==> config.mk <==
export PLATFORM = sky130hd
export DESIGN_NAME = dcache_wb_dm
export DESIGN_NICKNAME = d
export VERILOG_FILES = /design/src/rtl/dcache_pkg.sv /design/src/rtl/dcache_word_merge.sv /design/src/rtl/dcache_wb_dm.sv
export SDC_FILE = /design/constraint.sdc
export NUM_CORES = 1
export LEC_CHECK = 0
export BUFFER_PORTS_ARGS = -buffer_cell sky130_fd_sc_hd__buf_2
export CORE_UTILIZATION = 45
export DETAILED_ROUTE_END_ITERATION = 12
export GPL_TIMING_DRIVEN = 0
export SLEW_MARGIN = 20
export SYNTH_ARGS = -nofsm -noshare
export SYNTH_HDL_FRONTEND = slang
export SYNTH_SLANG_ARGS = --single-unit
==> constraint.sdc <==
create_clock -name CLOCK -period 8.6 [get_ports CLOCK]
set_clock_uncertainty 0.1 [all_clocks]
set_input_delay 1.29 -clock CLOCK [delete_from_list [all_inputs] [get_ports CLOCK]]
set_output_delay 1.29 -clock CLOCK [all_outputs]
set_load 0.005 [all_outputs]
==> src/rtl/dcache_pkg.sv <==
// Shared types and widths for the direct-mapped write-back data cache.
package dcache_pkg;
  localparam int BLOCK_W    = 128;
  localparam int MEM_ADDR_W = 28;
  localparam int OFFSET_W   = 4;
  localparam int WORD_SEL_W = 2;

  typedef enum logic [1:0] {IDLE, WRITEBACK, ALLOCATE, REFILL} state_t;
endpackage

==> src/rtl/dcache_word_merge.sv <==
// Combinational word path: 4:1 word select for reads, byte-enable merge of store data into a line.
module dcache_word_merge
  import dcache_pkg::*;
(
  input  logic [BLOCK_W-1:0]    i_line,
  input  logic [WORD_SEL_W-1:0] i_word_sel,
  input  logic [31:0]           i_wdata,
  input  logic [3:0]            i_byte_en,
  output logic [31:0]           o_rdata,
  output logic [BLOCK_W-1:0]    o_line
);
  always_comb begin
    o_rdata = i_line[int'(i_word_sel)*32 +: 32];
    o_line  = i_line;
    for (int b = 0; b < 4; b++) begin
      if (i_byte_en[b]) o_line[int'(i_word_sel)*32 + b*8 +: 8] = i_wdata[b*8 +: 8];
    end
  end
endmodule

==> src/rtl/dcache_wb_dm.sv <==
// Direct-mapped write-back/write-allocate D-cache: hits in 0 cycles, misses stall via CPU_BUSYWAIT.
// Defining DCACHE_STATS_EN adds saturating HIT_COUNT / MISS_COUNT outputs.
module dcache_wb_dm
  import dcache_pkg::*;
#(
  parameter int NUM_SETS = 8,
  parameter int IDX_W    = 3,
  parameter int TAG_W    = 25
) (
  input  logic                  CLOCK,
  input  logic                  RESET,
  input  logic                  CPU_READ,
  input  logic                  CPU_WRITE,
  input  logic [31:0]           CPU_ADDRESS,
  input  logic [31:0]           CPU_WRITEDATA,
  input  logic [3:0]            CPU_BYTE_EN,
  output logic [31:0]           CPU_READDATA,
  output logic                  CPU_BUSYWAIT,
  output logic                  MEM_READ,
  output logic                  MEM_WRITE,
  output logic [MEM_ADDR_W-1:0] MEM_ADDRESS,
  output logic [BLOCK_W-1:0]    MEM_WRITEDATA,
  input  logic [BLOCK_W-1:0]    MEM_READDATA,
  input  logic                  MEM_BUSYWAIT
`ifdef DCACHE_STATS_EN
  ,
  output logic [31:0]           HIT_COUNT,
  output logic [31:0]           MISS_COUNT
`endif
);
  state_t                r_state, w_next;
  logic [NUM_SETS-1:0]   r_valid, r_dirty;
  logic [TAG_W-1:0]      r_tag  [NUM_SETS];
  logic [BLOCK_W-1:0]    r_data [NUM_SETS];
  logic [BLOCK_W-1:0]    r_refill;
  logic [31:0]           r_rdata;
  logic                  r_mem_read, r_mem_write;
  logic [MEM_ADDR_W-1:0] r_mem_addr;
  logic [BLOCK_W-1:0]    r_mem_wdata;

  logic [WORD_SEL_W-1:0] w_word;
  logic [IDX_W-1:0]      w_idx;
  logic [TAG_W-1:0]      w_tag;
  logic                  w_access, w_hit, w_rd_hit, w_wr_hit;
  logic [BLOCK_W-1:0]    w_line, w_merged;
  logic [31:0]           w_word_data;
  logic                  w_unused;

  assign w_word   = CPU_ADDRESS[OFFSET_W-1:2];
  assign w_idx    = CPU_ADDRESS[OFFSET_W+IDX_W-1:OFFSET_W];
  assign w_tag    = CPU_ADDRESS[31:OFFSET_W+IDX_W];
  assign w_unused = ^CPU_ADDRESS[1:0];
  assign w_access = CPU_READ ^ CPU_WRITE;
  assign w_hit    = r_valid[w_idx] && (r_tag[w_idx] == w_tag);
  assign w_line   = r_data[w_idx];

  dcache_word_merge u_merge (
    .i_line     (w_line),
    .i_word_sel (w_word),
    .i_wdata    (CPU_WRITEDATA),
    .i_byte_en  (CPU_BYTE_EN),
    .o_rdata    (w_word_data),
    .o_line     (w_merged)
  );

  always_ff @(posedge CLOCK or negedge RESET) begin
    if (!RESET) r_state <= IDLE;
    else        r_state <= w_next;
  end

  always_comb begin
    w_next = r_state;
    case (r_state)
      IDLE:      if (w_access && !w_hit)
                   w_next = (r_valid[w_idx] && r_dirty[w_idx]) ? WRITEBACK : ALLOCATE;
      WRITEBACK: if (!MEM_BUSYWAIT) w_next = ALLOCATE;
      ALLOCATE:  if (!MEM_BUSYWAIT) w_next = REFILL;
      REFILL:    w_next = IDLE;
      default:   w_next = IDLE;
    endcase
  end

  always_comb begin
    w_rd_hit      = (r_state == IDLE) && w_access && w_hit && CPU_READ;
    w_wr_hit      = (r_state == IDLE) && w_access && w_hit && CPU_WRITE;
    CPU_BUSYWAIT  = (r_state != IDLE) || (w_access && !w_hit);
    CPU_READDATA  = w_rd_hit ? w_word_data : r_rdata;
    MEM_READ      = r_mem_read;
    MEM_WRITE     = r_mem_write;
    MEM_ADDRESS   = r_mem_addr;
    MEM_WRITEDATA = r_mem_wdata;
  end

  // Memory strobes are registered from the next state so they never glitch and drop the cycle after completion.
  always_ff @(posedge CLOCK or negedge RESET) begin
    if (!RESET) begin
      r_mem_read  <= 1'b0;
      r_mem_write <= 1'b0;
      r_mem_addr  <= '0;
      r_mem_wdata <= '0;
      r_rdata     <= '0;
    end else begin
      r_mem_read  <= (w_next == ALLOCATE);
      r_mem_write <= (w_next == WRITEBACK);
      if (r_state == IDLE && w_next == WRITEBACK) begin
        r_mem_addr  <= {r_tag[w_idx], w_idx};
        r_mem_wdata <= w_line;
      end else if (w_next == ALLOCATE && r_state != ALLOCATE) begin
        r_mem_addr  <= CPU_ADDRESS[31:OFFSET_W];
      end
      if (w_rd_hit) r_rdata <= w_word_data;
    end
  end

  always_ff @(posedge CLOCK or negedge RESET) begin
    if (!RESET) begin
      r_valid <= '0;
      r_dirty <= '0;
    end else if (r_state == REFILL) begin
      r_valid[w_idx] <= 1'b1;
      r_dirty[w_idx] <= 1'b0;
    end else if (w_wr_hit) begin
      r_dirty[w_idx] <= 1'b1;
    end
  end

  always_ff @(posedge CLOCK) begin
    if (r_state == REFILL) begin
      r_data[w_idx] <= r_refill;
      r_tag[w_idx]  <= w_tag;
    end else if (w_wr_hit) begin
      r_data[w_idx] <= w_merged;
    end
    if (r_state == ALLOCATE && !MEM_BUSYWAIT) r_refill <= MEM_READDATA;
  end

`ifdef DCACHE_STATS_EN
  logic        r_post_refill;
  logic [31:0] r_hit_cnt, r_miss_cnt;

  // The hit that completes a refilled miss is part of that miss, not a separate hit.
  always_ff @(posedge CLOCK or negedge RESET) begin
    if (!RESET) begin
      r_post_refill <= 1'b0;
      r_hit_cnt     <= '0;
      r_miss_cnt    <= '0;
    end else begin
      r_post_refill <= (r_state == REFILL);
      if (r_state == IDLE && w_access && w_hit && !r_post_refill && r_hit_cnt != '1)
        r_hit_cnt <= r_hit_cnt + 32'd1;
      if (r_state == IDLE && w_next != IDLE && r_miss_cnt != '1)
        r_miss_cnt <= r_miss_cnt + 32'd1;
    end
  end

  assign HIT_COUNT  = r_hit_cnt;
  assign MISS_COUNT = r_miss_cnt;
`endif
endmodule

==> results.md <==
- Post-route minimum period: a little under 9 ns
- Post-CTS Resized: 0
- Min-Delay Path Class: flop to flop
- Complex-gate fraction of the synthesized area: 0.09514
- Antenna violations before repair: 22
- Critical path class: input port to output pin
- Post-Syn Area per Cell: around 18 um2
- Post-Synthesis Cells: 3306
- Hold EP: r_valid[7]$_DFFE_PN0P_
- Setup violations, final: 3
- RR Startpoint: r_tag[6][19]$_DFFE_PP_
- Clock buffer depth: 3
- Fin nets: 4157
- Global-route wire length before repair: 295400 um
- Largest family of logic cells by synthesized area: multiplexers
- # port buffers: 386
- I/O Pins: slightly below 400
- DRC errors left: 0
- CP Max Fanout: 10
- Vias in the first global route: 35890
- Die area: 135700 um2
- CP delay by family, top: buffers and inverters
- Status: finished with violations
- Relative slew slack: 0.07297
- Setup WS pre-CTS: approximately 0.34 ns
- Die height: 368.3 um
- Post-synthesis xor/xnor area fraction: 0.002610
- Final Hold Vio Count: 0
- Final WS setup: -0.05355 ns
- Reg2Reg Depth: 15
- Slew Viols, Final: 0
- Multiplexer share of the synthesized area: 0.1020
- Count leader, synth: edfxtp_1
- Pleak: 25.84 nW
- Unique masters post-synth: 56
- Yosys synthesis warning count: 0
- Clock sink count: 1560
- Failing checks: setup timing
- Area Overhead vs Synth: 20.04%
- CP arrival: 7.26 ns
- Fillcell total: between 10000 and 15000
- RR Endpoint: r_data[7][113]$_DFFE_PP_
- Hold path startpoint: r_valid[7]$_DFFE_PN0P_
- Total grt overflow: 0
- Setup Buffers After CTS: 0
- Max Fclk: about 120 MHz
- Ys async rst share: 0.1333
- Slew at the pin with the worst max-slew slack: 1.391 ns
- CP Cell Sequence: buf_2 > buf_4 > buf_2 > buf_1 > and2_1 > clkbuf_1 > clkbuf_1 > clkbuf_1 > a22oi_1 > nand4_1 > mux4_2 > mux2_2 > buf_2
- Total number of H-tree levels: 4
- GP Congestion: 0.8950
- Clock transition at path regs: roughly 0.060 ns
- Cell Pwr Density: 249.2 nW/um2
- Worst Setup End Kind: output pin
- Avg Vias per Cell: ~6.5
- Synthesized flop and latch total: 1560
- Mapped Nets: between 3000 and 4000
- DR vias: roughly 38000
- Cts hold-fix bufs: 0
- Max-Cap Viols: 0
- Maximum VDD drop: 0.1894 mV
- CTS tree: built
- CTS root buf: clkbuf_16
- Initial DRC Count: about 6200
- Largest stage delay, worst path: 1.00 ns
- Post-synth EDFFs: 1352
- Post-synthesis sequential area ratio: 0.7584
- Initial core utilization: 0.4531
- Mapped Area: 60390 um2
- Largest cells by area after synthesis: edfxtp_1 67%, dfrtp_1 8.6%, mux2_2 4.8%
- RSZ-0062 raised after global routing: false
- DP Wirelength: 150600 um
- Cell taking the most area after synthesis: edfxtp_1
- Most used DFF post-synth: edfxtp_1
- Die X: 368.3 um
- Adder-cell area share of the yosys netlist: 0.001036
- Share of the synthesized area in the top cell type: 0.6722
- Row count: 134
- Final WL: 218600 um
- Synth Area in Simple Gates: 0.02542
- Number of routed nets with antenna violations: 0
- CP Buf/Inv Count: 8
- R2r setup slk: 2.72 ns
- Largest net degree at the start of global routing: 76
- Period utilization: 1.006
- Critical path required time: slightly above 7 ns
- Num CTS Buffers: around 160
- Crit path launch type: input port
- Worst-skew pair later-pin latency: ~0.8 ns
- Most frequent cells after synthesis: 1352 x edfxtp_1, 307 x a22oi_1, 256 x mux2_2, 208 x dfrtp_1, 181 x a22o_1
- Pre-Repair DR Iteration Count: 6
- Share of cells above drive strength 1: 0.2924
- Final non-filler cell total: 5865
- Aggregate global-route resource usage: 0.3182
- Slowest stage cell, crit path: clkbuf_1
- Core Area: 133300 um2
- Per-cell routed wire length: roughly 37 um
- Placed cells: ~5600
- Worst hold stages: 2
-- worst reg2reg max path, stage by stage (launching register included) --
cell	delay [ns]
edfxtp_1	0.36
mux4_2	0.47
mux2i_1	0.37
xor2_1	0.19
nand3_1	0.16
or4_4	0.57
nor4_4	0.34
nand3_2	0.54
buf_2	0.49
buf_2	0.33
a21oi_4	0.62
buf_16	0.24
buf_16	0.18
buf_12	0.20
buf_16	0.21
buf_16	0.19
-- registers in the layout (all words and copies together) (netlist names), named ones only --
name	count
r_valid	8
r_rdata	32
r_refill	128
r_state	2
MEM_READ	1
MEM_WRITEDATA	128
MEM_ADDRESS	28
r_tag	200
MEM_WRITE	1
r_data	1024
-- kinds of logic (layout without fill, tap and decap cells) --
logic type	count (synthesis)	count (layout)
other	0	10
buffers and inverters	207	988
muxes	477	477
AOI/OAI and AO/OA	746	746
adders and majority gates	5	5
xor gates and xnor gates	18	18
DFF	1560	1560
and+or+nand+nor	293	293
-- layer usage --
metal / track usage / share of wire / routed length (um) / up-vias
met5: 0 / 0.00028 / 61 / -
met4: 0.1357 / 0.047 / 10270 / 12
met3: 0.08226 / 0.12 / 26280 / 451
met2: 0.4753 / 0.45 / 97410 / 2844
met1: 0.4417 / 0.39 / 84540 / 19880
li1: - / - / - / 15040
-- metrics by stage --
stage          TNS (ns)  hold slack [ns]  utilization  power (mW)  area [um2]
4_1_cts               0           0.3589       0.5437       18.03       72470
6_report        -0.1129           0.3594       0.5439       18.07       72490
2_1_floorplan         0           0.3226            -       10.18       60420
5_1_grt               0           0.3915       0.5437       18.45       72470
3_3_place_gp   -5871.95           0.3425       0.4844       11.14       64570
3_5_place_dp          0           0.3458       0.5049       11.25       67300
-- how the worst max path moves through the flow --
stage / from / end / slack, ns / cells past startpoint
after detailed placement: CPU_ADDRESS[6] / CPU_READDATA[7] / 0.34 / 13
after floorplan: CPU_ADDRESS[6] / r_data[0][0]$_DFFE_PP_ / 0.34 / 13
after global routing: CPU_ADDRESS[6] / CPU_READDATA[1] / 0.11 / 14
after global placement: CPU_ADDRESS[5] / r_data[1][115]$_DFFE_PP_ / -5.62 / 13
after CTS: CPU_ADDRESS[6] / CPU_READDATA[7] / 0.31 / 13
final: CPU_ADDRESS[6] / CPU_READDATA[7] / -0.05 / 13
-- layout by cell type, fill, tap and decap left out, drive strengths merged, types with 17 or more instances in the layout --
master,n
o31ai,19
buf,573
o21ai,49
mux4,75
mux2i,45
dfrtp,208
nand4,44
inv,17
a21oi,38
nor2,44
mux2,357
clkbuf,333
edfxtp,1352
clkinv,56
a221oi,80
a22oi,307
nand2,44
nand3,82
nor3,19
a22o,181
-- where the power goes --
part / leakage, nW / switching (mW) / internal, mW
sequential: 15.1 / 0.189 / 8.95
combinational: 8.26 / 1.36 / 0.655
clock: 2.53 / 3.03 / 3.89
-- final cells by class --
| cell class | instances | area (um2) | area share |
|---|---|---|---|
| buffer | 201 | 987.2 | 0.01362 |
| multi-input combinational | 1539 | 13860 | 0.1912 |
| clock buffer | 221 | 4443 | 0.06129 |
| tap | 1768 | 2212 | 0.03051 |
| inverter | 6 | 22.52 | 0.0003107 |
| clock inverter | 76 | 723.2 | 0.009976 |
| timing repair buffer | 484 | 4415 | 0.06091 |
| sequential | 1560 | 45800 | 0.6318 |
| antenna | 10 | 25.02 | 0.0003452 |
(Power assumes the default switching activity.)
